$ cat src/rtl/booth_pkg.sv
// Shared types and constants for the round-robin Booth multiplier scheduler.
package booth_pkg;

    typedef enum logic [1:0] {
        IDLE,
        RUN,
        DONE
    } state_t;

    // Booth decode of {Q[0], Qm1}
    localparam logic [1:0] BOOTH_NOP0 = 2'b00;
    localparam logic [1:0] BOOTH_ADD  = 2'b01;
    localparam logic [1:0] BOOTH_SUB  = 2'b10;
    localparam logic [1:0] BOOTH_NOP1 = 2'b11;

    localparam int DEF_WIDTH   = 4;
    localparam int DEF_NUM_REQ = 4;

endpackage

$ cat src/rtl/booth_step_core.sv
// Iterative radix-2 Booth datapath: one add/sub-and-shift per cycle after load.
// product shows the post-step value, so it is valid on the cycle done is high.
module booth_step_core
    import booth_pkg::*;
#(
    parameter int WIDTH = DEF_WIDTH
) (
    input  logic                 Clk,
    input  logic                 Rst,
    input  logic                 load,
    input  logic [WIDTH-1:0]     A,
    input  logic [WIDTH-1:0]     B,
    output logic                 done,
    output logic [2*WIDTH-1:0]   product
);

    localparam int CNT_W = $clog2(WIDTH + 1);

    // acc carries one guard bit so -M of the most-negative operand fits
    logic [WIDTH:0]     m;
    logic [WIDTH:0]     acc;
    logic [WIDTH:0]     sum;
    logic [WIDTH:0]     acc_nx;
    logic [WIDTH-1:0]   q;
    logic [WIDTH-1:0]   q_nx;
    logic               qm1;
    logic [CNT_W-1:0]   count;

    always_comb begin
        sum = acc;
        case ({q[0], qm1})
            BOOTH_ADD: sum = acc + m;
            BOOTH_SUB: sum = acc - m;
            default:   sum = acc;
        endcase
        acc_nx = {sum[WIDTH], sum[WIDTH:1]};
        q_nx   = {sum[0], q[WIDTH-1:1]};
    end

    assign done    = (count == CNT_W'(1));
    assign product = {acc_nx[WIDTH-1:0], q_nx};

    always_ff @(posedge Clk or posedge Rst) begin
        if (Rst) begin
            m     <= '0;
            acc   <= '0;
            q     <= '0;
            qm1   <= 1'b0;
            count <= '0;
        end else if (load) begin
            m     <= {A[WIDTH-1], A};
            acc   <= '0;
            q     <= B;
            qm1   <= 1'b0;
            count <= CNT_W'(WIDTH);
        end else if (count != '0) begin
            acc   <= acc_nx;
            q     <= q_nx;
            qm1   <= q[0];
            count <= count - CNT_W'(1);
        end
    end

endmodule

$ cat src/rtl/booth_mul_scheduler.sv
// Round-robin front end for one shared Booth multiplier: arbitrates in IDLE,
// steps the core in RUN, and holds the tagged product in DONE until accepted.
module booth_mul_scheduler
    import booth_pkg::*;
#(
    parameter int NUM_REQ = DEF_NUM_REQ,
    parameter int WIDTH   = DEF_WIDTH,
    parameter int ID_W    = $clog2(NUM_REQ)
) (
    input  logic                       Clk,
    input  logic                       Rst,
    input  logic [NUM_REQ-1:0]         Req,
    input  logic [NUM_REQ*WIDTH-1:0]   Multiplicand_flat,
    input  logic [NUM_REQ*WIDTH-1:0]   Multiplier_flat,
    output logic [NUM_REQ-1:0]         Gnt,
    output logic                       Busy,
    output logic                       Resp_valid,
    input  logic                       Resp_ready,
    output logic [ID_W-1:0]            Resp_id,
    output logic [2*WIDTH-1:0]         Result
);

    state_t             state;
    logic [ID_W-1:0]    ptr;
    logic [ID_W-1:0]    cur_id;
    logic [ID_W-1:0]    win_id;
    logic               win_vld;
    logic               load;
    logic [WIDTH-1:0]   win_a;
    logic [WIDTH-1:0]   win_b;
    logic               core_done;
    logic [2*WIDTH-1:0] core_prod;

    // first set request at or above ptr, wrapping past NUM_REQ-1
    always_comb begin
        int idx;
        win_vld = 1'b0;
        win_id  = '0;
        idx     = 0;
        for (int k = 0; k < NUM_REQ; k++) begin
            idx = int'(ptr) + k;
            if (idx >= NUM_REQ)
                idx = idx - NUM_REQ;
            if (!win_vld && Req[idx]) begin
                win_vld = 1'b1;
                win_id  = ID_W'(idx);
            end
        end
    end

    assign win_a = Multiplicand_flat[int'(win_id)*WIDTH +: WIDTH];
    assign win_b = Multiplier_flat[int'(win_id)*WIDTH +: WIDTH];
    assign load  = (state == IDLE) && win_vld;

    booth_step_core #(.WIDTH(WIDTH)) u_core (
        .Clk     (Clk),
        .Rst     (Rst),
        .load    (load),
        .A       (win_a),
        .B       (win_b),
        .done    (core_done),
        .product (core_prod)
    );

    always_ff @(posedge Clk or posedge Rst) begin
        if (Rst) begin
            state      <= IDLE;
            ptr        <= '0;
            cur_id     <= '0;
            Gnt        <= '0;
            Busy       <= 1'b0;
            Resp_valid <= 1'b0;
            Resp_id    <= '0;
            Result     <= '0;
        end else begin
            Gnt <= '0;
            case (state)
                IDLE: begin
                    if (win_vld) begin
                        Gnt    <= NUM_REQ'(1) << win_id;
                        Busy   <= 1'b1;
                        cur_id <= win_id;
                        ptr    <= (win_id == ID_W'(NUM_REQ - 1)) ? '0 : win_id + ID_W'(1);
                        state  <= RUN;
                    end
                end
                RUN: begin
                    if (core_done) begin
                        Result     <= core_prod;
                        Resp_id    <= cur_id;
                        Resp_valid <= 1'b1;
                        state      <= DONE;
                    end
                end
                DONE: begin
                    if (Resp_ready) begin
                        Resp_valid <= 1'b0;
                        Busy       <= 1'b0;
                        state      <= IDLE;
                    end
                end
                default: state <= IDLE;
            endcase
        end
    end

endmodule
$ cat config.mk
export PLATFORM = sky130hd
export DESIGN_NAME = booth_mul_scheduler
export DESIGN_NICKNAME = d
export VERILOG_FILES = /design/src/rtl/booth_pkg.sv /design/src/rtl/booth_step_core.sv /design/src/rtl/booth_mul_scheduler.sv
export SDC_FILE = /design/constraint.sdc
export NUM_CORES = 1
export LEC_CHECK = 0
export ABC_AREA = 1
export CAP_MARGIN = 15
export CORE_MARGIN = 5
export CORE_UTILIZATION = 45
export DETAILED_ROUTE_END_ITERATION = 10
export PLACE_DENSITY = 0.75
export SLEW_MARGIN = 20
export SYNTH_ARGS = -nofsm -noshare
export SYNTH_HDL_FRONTEND = slang
export SYNTH_SLANG_ARGS = --single-unit
$ cat constraint.sdc
create_clock -name Clk -period 3.9 [get_ports Clk]
set_input_delay 0.585 -clock Clk [delete_from_list [all_inputs] [get_ports Clk]]
set_output_delay 0.585 -clock Clk [all_outputs]
set_load 0.01 [all_outputs]
Yosys cells after proc, flatten, opt, wreduce, memory -nomap -nowiden

Index checks and enable logic that the tools add are counted.
W data, S select, Z words.

Memories kept: 0
Bits of input ports: 39
Bits in writable memories: 0
Output and inout bits: 16
Flip-flop bits (word level): 39
Latch bits: 0
Logic and storage cells: 106
Bits in read-only memories: 0

Bitwise logic cells: 0
$mul: 0
Reduce and logical (&&, ||, !) cells: 17
Equal/unequal tests: 9
Div/mod/pow operators: 0
Shift-type cells: 3
Order comparisons: 8
Add/sub/neg operators: 11
Multiplexer cells: 45

Operators by type and width:

| kind                  | count |
|---|---|
| $lt A32 B4 Y1 const B | 4 |
| $mux W32              | 4 |
| $shiftx A16 B5 Y4     | 2 |
| $mux W1               | 17 |
| $mux W2               | 8 |
| $mux W4               | 4 |
| $sub A3 B3 Y4 const B | 3 |
| $mux W5               | 2 |
| $pmux W5 S2           | 1 |
| $ge A3 B3 Y1 const B  | 3 |
| $reduce_and A3 Y1     | 3 |
| $bmux W1 S2           | 4 |
| $add A2 B2 Y3 const B | 2 |
| $eq A2 B2 Y1 const B  | 3 |
| $mux W3               | 2 |
| $ne A2 B2 Y1 const B  | 3 |
| $pmux W2 S3           | 1 |
| $reduce_bool A2 Y1    | 3 |
| $add A5 B5 Y5         | 1 |
| $sub A5 B5 Y5         | 1 |
| $eq A2 B1 Y1 const B  | 2 |
| $logic_and A1 B1 Y1   | 4 |
| $pmux W1 S2           | 2 |
| $reduce_and A2 Y1     | 2 |
| 10 further kinds      | 12 |

Longest topological paths before layout

Gate-level depths: netlist of the first run.

Depth after elaboration: 18
Depth in mapped cells: 16
Depth with buffers taken out: 15

Hierarchy

From an unflattened synthesis of the first run, not the netlist that was laid out.

Cell total of the unflattened synthesis: 342
Area total of the unflattened synthesis: 2512.4 um^2

By module, submodules not included:

| module              | area each (um^2) | cells an instance | instances | seq. area each (um^2) |
|---|---|---|---|---|
| booth_mul_scheduler | 1457.6           | 206               | 1         | 550.5 |
| booth_step_core     | 1054.8           | 136               | 1         | 400.4 |

Worst setup path before layout of the first run

Ideal clock, no wire load.

Path kind: register to register
Start point: register u_core.m[0]
End point: register Result[7]
Arrival: 1.957 ns
Setup slack: 1.859 ns
Period minus slack after synthesis: 2.041 ns
Library setup time: 0.083 ns
Buffers on the path: 0
Required time: 3.817 ns
Stages on the path, launching flop included: 15
Path through: dfrtp_1 > inv_1 > ha_1 > inv_1 > o21ai_0 > fa_1 > inv_1 > nand2_1 > nand2_1 > a21oi_1 > a21oi_1 > o21ai_0 > xnor2_1 > inv_1 > o21ai_0

Cells in the longest elaborated chain, start to end: 2
Elaborated cells between the ends (all ways): 3
Classes of those cells: add/sub (2); mux (1)

RTL lines:

| item                                           | RTL line                                     | text |
|---|---|---|
| start: declaration                             | booth_step_core.sv:20                        | `logic [WIDTH:0] m;` |
| start signal: assignment                       | booth_step_core.sv:51                        | `m <= {A[WIDTH-1], A};` |
| $sub A5 B5 Y5 or $add A5 B5 Y5 (tied branches) | booth_step_core.sv:33, booth_step_core.sv:32 |  |
| $pmux W5 S2 *                                  | booth_step_core.sv:31                        | `case ({q[0], qm1})` |
| end signal: assignment                         | booth_mul_scheduler.sv:89                    | `Result <= core_prod;` |
| end: declaration                               | booth_mul_scheduler.sv:20                    | `output logic [2*WIDTH-1:0] Result` |

Mark *: on every way between the ends. The rest lies on a longest branch, timed or not.
A chain may end at the register's enable or synchronous reset.

Worst setup path in the final report of the first run

Start point: input Req[3]
End point: register u_core.acc[2]

Cells in the longest elaborated chain, start to end: 15
Elaborated cells between the ends (all ways): 25
Classes of those cells: mux (17); reduce/logical (8)

RTL lines:

| item                                          | RTL line                  | text |
|---|---|---|
| start: declaration                            | booth_mul_scheduler.sv:12 | `input logic [NUM_REQ-1:0] Req,` |
| $bmux W1 S2                                   | booth_mul_scheduler.sv:44 | `if (!win_vld && Req[idx]) begin` |
| $mux W1 (not written as such) (2 in series)   | booth_mul_scheduler.sv:44 |  |
| $mux W1                                       | booth_mul_scheduler.sv:44 |  |
| $logic_not A1 Y1                              | booth_mul_scheduler.sv:44 |  |
| $logic_and A1 B1 Y1                           | booth_mul_scheduler.sv:44 |  |
| $mux W1                                       | booth_mul_scheduler.sv:44 |  |
| $logic_not A1 Y1                              | booth_mul_scheduler.sv:44 |  |
| $logic_and A1 B1 Y1                           | booth_mul_scheduler.sv:44 |  |
| $mux W1                                       | booth_mul_scheduler.sv:44 |  |
| $logic_not A1 Y1                              | booth_mul_scheduler.sv:44 |  |
| $logic_and A1 B1 Y1                           | booth_mul_scheduler.sv:44 |  |
| $mux W1 *                                     | booth_mul_scheduler.sv:44 |  |
| $logic_and A1 B1 Y1 *                         | booth_mul_scheduler.sv:53 | `assign load = (state == IDLE) && win_vld;` |
| $mux W5 or $reduce_bool A2 Y1 (tied branches) | -                         |  |
| end signal: assignment                        | booth_step_core.sv:57     | `acc <= acc_nx;` |
| end: declaration                              | booth_step_core.sv:21     | `logic [WIDTH:0] acc;` |

Mark *: on every way between the ends. The rest lies on a longest branch, timed or not. The select of a mux whose other input is x is not followed.

==> summary.txt, run 1 <==
outcome: finished, final reports clean
CP Data Arrival Time: 2640 ps
crit share post-route: 62.3%
worst-path fanout max: 26
synth warn: 0
Setup TNS Final: 0 ps
starting density of the core: 46.5%
WL per Instance: 12.2 µm
routed wire length: 5860 µm
CTS H-tree depth: 2
Sw Ratio: 48.7%
final hold violation count: 0
die area: 7300 µm²
leakage: 1.70 nW
detailed-route DRC error count: 0
clk buf depth: 2
IO Port Bufs: 54
drt first pass iters: 4
Setup WS post-layout: 1470 ps
clk root buf: clkbuf_8
most frequent cells in the layout: 123 x nand2_1, 58 x inv_1, 54 x clkdlybuf4s50_1, 38 x dfrtp_1, 23 x nand3_1
Setup Skew: 5.84 ps
worst skew pair latency: 290 ps
final slew viol count: 0
share of layout cells above drive strength 1: 8.56%
Mapped Nets: 405
Int Power: 0.00162 W
vias per std cell: 4.90
Final setup viols: 0
CTS tree: yes
nets@finish: 461
Worst VDD drop: 0.000454 V
synthesized flop and latch total: 38
Worst Path Required: 4110 ps
Mapped Cells: 352
initial antenna violation count: 0
fill cell count: 516
Worst Setup Start Kind: input port
Setup crit end kind: register
total number of vias: 2356
RSZ-0062 raised after global routing: false
Cell variety after synth: 32
# resized after CTS: 0
pin count of the biggest net entering global routing: 39
Slew @ Worst Pin: 532 ps
grt total ovfl: 0
Worst-path clk slew: 70 ps
# IOs: 55
Place WS: 1160 ps
Post-Syn Area: 2560 µm²
clk sinks: 38
Tightest Hold Check Type: register to register
cell area after layout: 3290 µm²
first-pass GRT wire length: 10100 µm
postcts setup bufs: 0
Hold-fix buffers, CTS: 0
DPL Wire Length: 4510 µm
vias in the first global route: 2344
Seq/Total Area, Yosys: 37.1%
Power Total: 0.00316 W
pwr dens: 961 nW/µm²
chip width: 85.4 µm
utilization after layout: 59.8%
Core Footprint: 5510 µm²
Core Rows: 27
total CTS buffers: 5
die height: 85.4 µm
clock network power share: 13.2%
Seq pwr share: 22.2%
ant diodes: 0
Setup CP Type: input port to register
DRT iter0 DRCs: 119
Switch Pwr: 0.00154 W
gp weighted congestion: 0.874
post-route ant nets: 0
slew margin rel.: 64.4%
P&R area growth vs syn: 28.5%
Max-Cap Viols: 0
FMAX: 411 MHz
most common cell after layout, fill and taps aside: nand2_1
post-placement cell area: 3150 µm²
Avg Cell Area, Syn: 7.28 µm²
Total GRT Usage: 16.8%
combinational cell fraction of total power: 64.6%
min cycle time layout: 2430 ps
[critical path, stage by stage]
cell,delay (ps)
clkdlybuf4s50_1,420
inv_1,70
nand2_1,70
nand3_1,130
nand2_1,120
nor2_4,180
nand3_4,180
nand2_8,230
inv_6,80
nor2_4,260
inv_1,160
o21ai_1,160
[final cells by class]
| class | count | area, µm² | share of cell area, % |
|---|---|---|---|
| Inverter | 62 | 245 | 7.45 |
| Timing Repair Buffer | 55 | 548 | 16.6 |
| Clock buffer | 6 | 82.6 | 2.51 |
| Sequential cell | 38 | 951 | 28.9 |
| Clock inverter | 2 | 60.1 | 1.82 |
| Tap cell | 72 | 90.1 | 2.74 |
| Multi-Input combinational cell | 246 | 1320 | 39.9 |
[power by group through the flow]
stage	clock, W	sequential, W	combinational (W)
after floorplan	0	0.000699	0.00157
after global placement	0	0.000701	0.00199
after detailed placement	0	0.000708	0.00205
after CTS	0.000425	0.000704	0.00205
after global routing	0.000439	0.000726	0.00232
final	0.000417	0.000703	0.00204
[logic make-up (layout without fill, tap and decap cells)]
family                   Yosys count  after routing  synth area share [%]
adder cells (fa/ha/maj)           14             14                  7.13
XOR/XNOR                           4              4                  1.37
AND/OR/NAND/NOR                  183            183                  32.9
buffers and inverters             68            125                  11.5
AO/OA/AOI/OAI                     45             45                  9.97
flip-flops                        38             38                  37.1
[synthesized netlist by cell type]
cell type / instances / share of area, %
a21oi_1: 8 / 1.6
a21oi_2: 4 / 1.4
a22oi_1: 1 / 0.29
a31oi_1: 1 / 0.24
buf_2: 1 / 0.20
buf_4: 1 / 0.29
buf_6: 3 / 1.3
clkbuf_1: 1 / 0.15
dfrtp_1: 38 / 37
fa_1: 1 / 0.78
ha_1: 13 / 6.4
inv_1: 58 / 8.5
inv_2: 2 / 0.29
inv_6: 1 / 0.34
inv_8: 1 / 0.44
nand2_1: 123 / 18
nand2_2: 6 / 1.5
nand2_8: 1 / 0.78
nand3_1: 23 / 4.5
nand3_2: 4 / 1.6
nand3_4: 2 / 1.4
nand4_1: 6 / 1.5
nor2_1: 13 / 1.9
nor2_2: 2 / 0.49
nor2_4: 3 / 1.3
o211ai_1: 2 / 0.59
o21ai_0: 21 / 4.1
o21ai_1: 5 / 0.98
o22ai_1: 1 / 0.24
o31ai_1: 2 / 0.59
xnor2_1: 3 / 1.0
xor2_1: 1 / 0.34
[path summary, 6_finish.rpt]
check / from / to / slack [ps] / cells past startpoint
worst min register to register: Resp_id[0]$_DFFE_PP0P_ / Resp_id[0]$_DFFE_PP0P_ / 480 / 2
max in group asynchronous: Rst / Result[6]$_DFFE_PP0P_ / 2860 / 3
worst min-delay path: Resp_id[0]$_DFFE_PP0P_ / Resp_id[0]$_DFFE_PP0P_ / 480 / 2
worst max register to register: ptr[0]$_DFFE_PP0N_ / u_core.acc[2]$_DFFE_PP0P_ / 1530 / 10
worst max-delay path: Req[3] / u_core.acc[2]$_DFFE_PP0P_ / 1470 / 12
min in group asynchronous: Rst / Resp_valid$_DFFE_PP0P_ / 710 / 3
[sequential cells by signal, indices dropped and copies added (netlist names)]
name          cells
Result            8
Gnt               4
u_core.acc        4
u_core.m          4
u_core.q          4
u_core.count      3
Resp_id           2
cur_id            2
ptr               2
state             2
Busy              1
Resp_valid        1
u_core.qm1        1
[routing by layer]
layer | share of wire (%) | track usage (%) | routed length, µm
met5 | 0 | 0 | 0
met3 | 5.9 | 2.72 | 347
met2 | 48 | 29.3 | 2800
met4 | 2.0 | 7.91 | 117
met1 | 44 | 19.9 | 2590
[per-stage QoR]
stage	hold slack [ps]	instances
after floorplan	442	352
after global placement	462	473
after detailed placement	465	473
after CTS	485	481
after global routing	506	481
final	478	481
No activity file was read; power rests on OpenSTA's default activity.
==> run 2: changes to the inputs <==
--- a/config.mk
+++ b/config.mk
@@ -10,7 +10,7 @@
 export CORE_MARGIN = 5
 export CORE_UTILIZATION = 45
 export DETAILED_ROUTE_END_ITERATION = 10
-export PLACE_DENSITY = 0.75
+export PLACE_DENSITY = 0.78
 export SLEW_MARGIN = 20
 export SYNTH_ARGS = -nofsm -noshare
 export SYNTH_HDL_FRONTEND = slang
==> constraint.sdc (replaced) <==
create_clock -name Clk -period 2.1 [get_ports Clk]
set_input_delay 0.315 -clock Clk [delete_from_list [all_inputs] [get_ports Clk]]
set_output_delay 0.315 -clock Clk [all_outputs]
set_load 0.01 [all_outputs]
==> run 2 against run 1 <==
Register-to-register slack worse by 1600 ps. Sequential share of layout area down 3.3 points. Final cell count up 8.1%. Sequential power up 83%. First-iteration DRC count down 2.5%. Critical endpoint is now u_core.acc[3]$_DFFE_PP0P_. Clock skew down 0.57 ps. Total power up 130%. Highest routed layer unchanged. The flow now finishes with violations (negative setup slack). Wire length up 23%. Sequential cell count unchanged.
==> summary.txt, run 2 (synthesis results as in run 1) <==
outcome: complete, but fails checks (was finished, final reports clean)
failing checks: negative setup slack
max reg flops: 8 (unchanged)
combinational cell fraction of total power: 73.9% (was 64.6%)
FMAX: 457 MHz
worst skew pair latency: 300 ps (was 290 ps)
most frequent cells in the layout: 117 x nand2_1, 54 x clkdlybuf4s50_1, 49 x inv_1, 36 x dfrtp_1, 33 x buf_4 (was 123 x nand2_1, 58 x inv_1, 54 x clkdlybuf4s50_1, 38 x dfrtp_1, 23 x nand3_1)
slew margin rel.: 65.4% (was 64.4%)
share of layout cells above drive strength 1: 23.0% (was 8.56%)
final hold violation count: 0 (unchanged)
Worst Path Required: 2320 ps (was 4110 ps)
IO Port Bufs: 54 (unchanged)
worst hold slack: 435 ps (was 478 ps)
post-route insts no fill: 520 (was 481)
Tightest Hold Check Type: input port to async pin (was register to register)
Place WS: -193 ps (was 1160 ps)
starting density of the core: 46.5% (unchanged)
total CTS buffers: 5 (unchanged)
DPL Wire Length: 4960 µm (was 4510 µm)
gp weighted congestion: 0.901 (was 0.874)
FF-to-FF setup slack: -90 ps (was 1530 ps)
Placed Cells: 497 (was 473)
clock network power share: 8.5% (was 13.2%)
Final setup viols: 3 (was 0)
Sw Ratio: 47.7% (was 48.7%)
Int Power: 0.00383 W (was 0.00162 W)
vias per std cell: 5.00 (was 4.90)
initial antenna violation count: 0 (unchanged)
Seq pwr share: 17.6% (was 22.2%)
CTS H-tree depth: 2 (unchanged)
Worst Setup Start Kind: register (was input port)
Worst VDD drop: 0.000856 V (was 0.000454 V)
Max-Cap Viols: 0 (unchanged)
Core Rows: 27 (unchanged)
reg2reg path depth: 14 (was 10)
WL per Instance: 13.8 µm (was 12.2 µm)
post-route ant nets: 0 (unchanged)
vias in the first global route: 2422 (was 2344)
Hold-fix buffers, CTS: 0 (unchanged)
post-placement cell area: 3350 µm² (was 3150 µm²)
worst-path fanout max: 3 (was 26)
Core Footprint: 5510 µm² (unchanged)
grt total ovfl: 0 (unchanged)
total number of vias: 2598 (was 2356)
die area: 7300 µm² (unchanged)
Setup WS post-layout: -87.6 ps (was 1470 ps)
final slew viol count: 0 (unchanged)
leakage: 1.89 nW (was 1.70 nW)
clk buf depth: 2 (unchanged)
# IOs: 55 (unchanged)
Total GRT Usage: 18.1% (was 16.8%)
crit share post-route: 104%
Worst-path clk slew: 80 ps (was 70 ps)
RSZ-0062 raised after global routing: true (was false)
Slew @ Worst Pin: 518 ps (was 532 ps)
routed wire length: 7180 µm (was 5860 µm)
chip width: 85.4 µm (unchanged)
min cycle time layout: 2190 ps
critical path startpoint: u_core.m[0]$_DFFE_PP0N_ (was Req[3])
P&R area growth vs syn: 45.3% (was 28.5%)
Switch Pwr: 0.00349 W (was 0.00154 W)
detailed-route DRC error count: 0 (unchanged)
ant diodes: 0 (unchanged)
CTS tree: yes (unchanged)
nets@finish: 500 (was 461)
cell area after layout: 3720 µm² (was 3290 µm²)
r2r endpoint: u_core.acc[3]$_DFFE_PP0P_ (was u_core.acc[2]$_DFFE_PP0P_)
drt first pass iters: 6 (was 4)
FF-to-FF Start: u_core.m[0]$_DFFE_PP0N_ (was ptr[0]$_DFFE_PP0N_)
Critical Path End: u_core.acc[3]$_DFFE_PP0P_ (was u_core.acc[2]$_DFFE_PP0P_)
DRT iter0 DRCs: 116 (was 119)
most common cell after layout, fill and taps aside: nand2_1 (unchanged)
clk sinks: 38 (unchanged)
CP Data Arrival Time: 2410 ps (was 2640 ps)
Setup crit end kind: register (unchanged)
Biggest register: Result (unchanged)
pin count of the biggest net entering global routing: 39 (unchanged)
pwr dens: 1970 nW/µm² (was 961 nW/µm²)
first-pass GRT wire length: 10700 µm (was 10100 µm)
die height: 85.4 µm (unchanged)
Setup Skew: 5.27 ps (was 5.84 ps)
Setup CP Type: register to register (was input port to register)
clk root buf: clkbuf_8 (unchanged)
==> run 2: cell types whose count changed in the layout (fill, tap and decap cells not counted), moves of 5 or more <==
| cell | change |
|---|---|
| nand2_1 | -6 |
| nand2_2 | +6 |
| nand3_2 | +5 |
| inv_1 | -9 |
| nand3_1 | -5 |
| buf_4 | +32 |
| o21ai_0 | -5 |
| inv_2 | +9 |
==> run 2: metal layers <==
layer	vias up	routed length, µm	share of wire, %	GRT usage [%]
li1	1287	-	-	-
met1	1215	2850	40	20.5
met2	74	3710	52	32.6
met3	22	346	4.8	3.30
met4	0	278	3.9	8.63
met5	-	0	0	0
==> run 2: what timing repair did <==
item | CTS | global route
gates resized for setup | 9 | 33
pin swaps | 2 | 27
buffers inserted | 1 | 12
endpoints found under the setup margin | 8 | 17
cloned | 0 | 2
==> run 2: final cells by class <==
| type | count | area, µm² |
|---|---|---|
| clock buffers | 7 | 76.3 |
| clock inverters | 1 | 30.0 |
| fillers | 461 | 1780 |
| inverters | 62 | 245 |
| multi-input cells | 247 | 1440 |
| flip-flops and latches | 38 | 953 |
| well taps | 72 | 90.1 |
| repair buffers | 93 | 890 |
==> run 2: critical path, cell delays in order, from the launching register on <==
cell     delay, ps
dfrtp_1        370
inv_2           60
ha_4           160
nor2_2          80
nor2_1          50
a22oi_1        170
ha_1           290
nand2_1        100
nand2_1         90
a21oi_2        200
a21oi_2         80
o21ai_1        120
xnor2_1        140
inv_1           70
a21oi_1        120
==> run 2: power groups by stage <==
stage	Sequential, W	Clock [W]	Combinational (W)
after floorplan	0.00130	0	0.00292
after global placement	0.00129	0	0.00431
after detailed placement	0.00130	0	0.00446
after CTS	0.00130	0.000623	0.00461
after global routing	0.00133	0.000658	0.00592
final	0.00129	0.000622	0.00540
==> run 2: worst min path at each step <==
stage / startpoint / endpoint / slack (ps) / cells past startpoint
CTS: Rst / Resp_id[1]$_DFFE_PP0P_ / 460 / 3
global route: Rst / Busy$_DFFE_PP0P_ / 480 / 3
global placement: cur_id[0]$_DFFE_PP0N_ / Resp_id[0]$_DFFE_PP0P_ / 460 / 2
finish: Rst / state[1]$_DFFE_PP0P_ / 430 / 3
detailed placement: cur_id[0]$_DFFE_PP0N_ / Resp_id[0]$_DFFE_PP0P_ / 460 / 2
floorplan: Resp_ready / state[1]$_DFFE_PP0P_ / 420 / 1
==> run 2: stage by stage <==
| stage | total power (W) | setup TNS, ps | utilization [%] |
|---|---|---|---|
| floorplan | 0.00422 | 0 | - |
| global placement | 0.00561 | -662 | 60.9 |
| detailed placement | 0.00577 | -2030 | 60.9 |
| CTS | 0.00653 | 0 | 63.2 |
| global route | 0.00791 | -1000 | 67.6 |
| finish | 0.00732 | -172 | 67.6 |
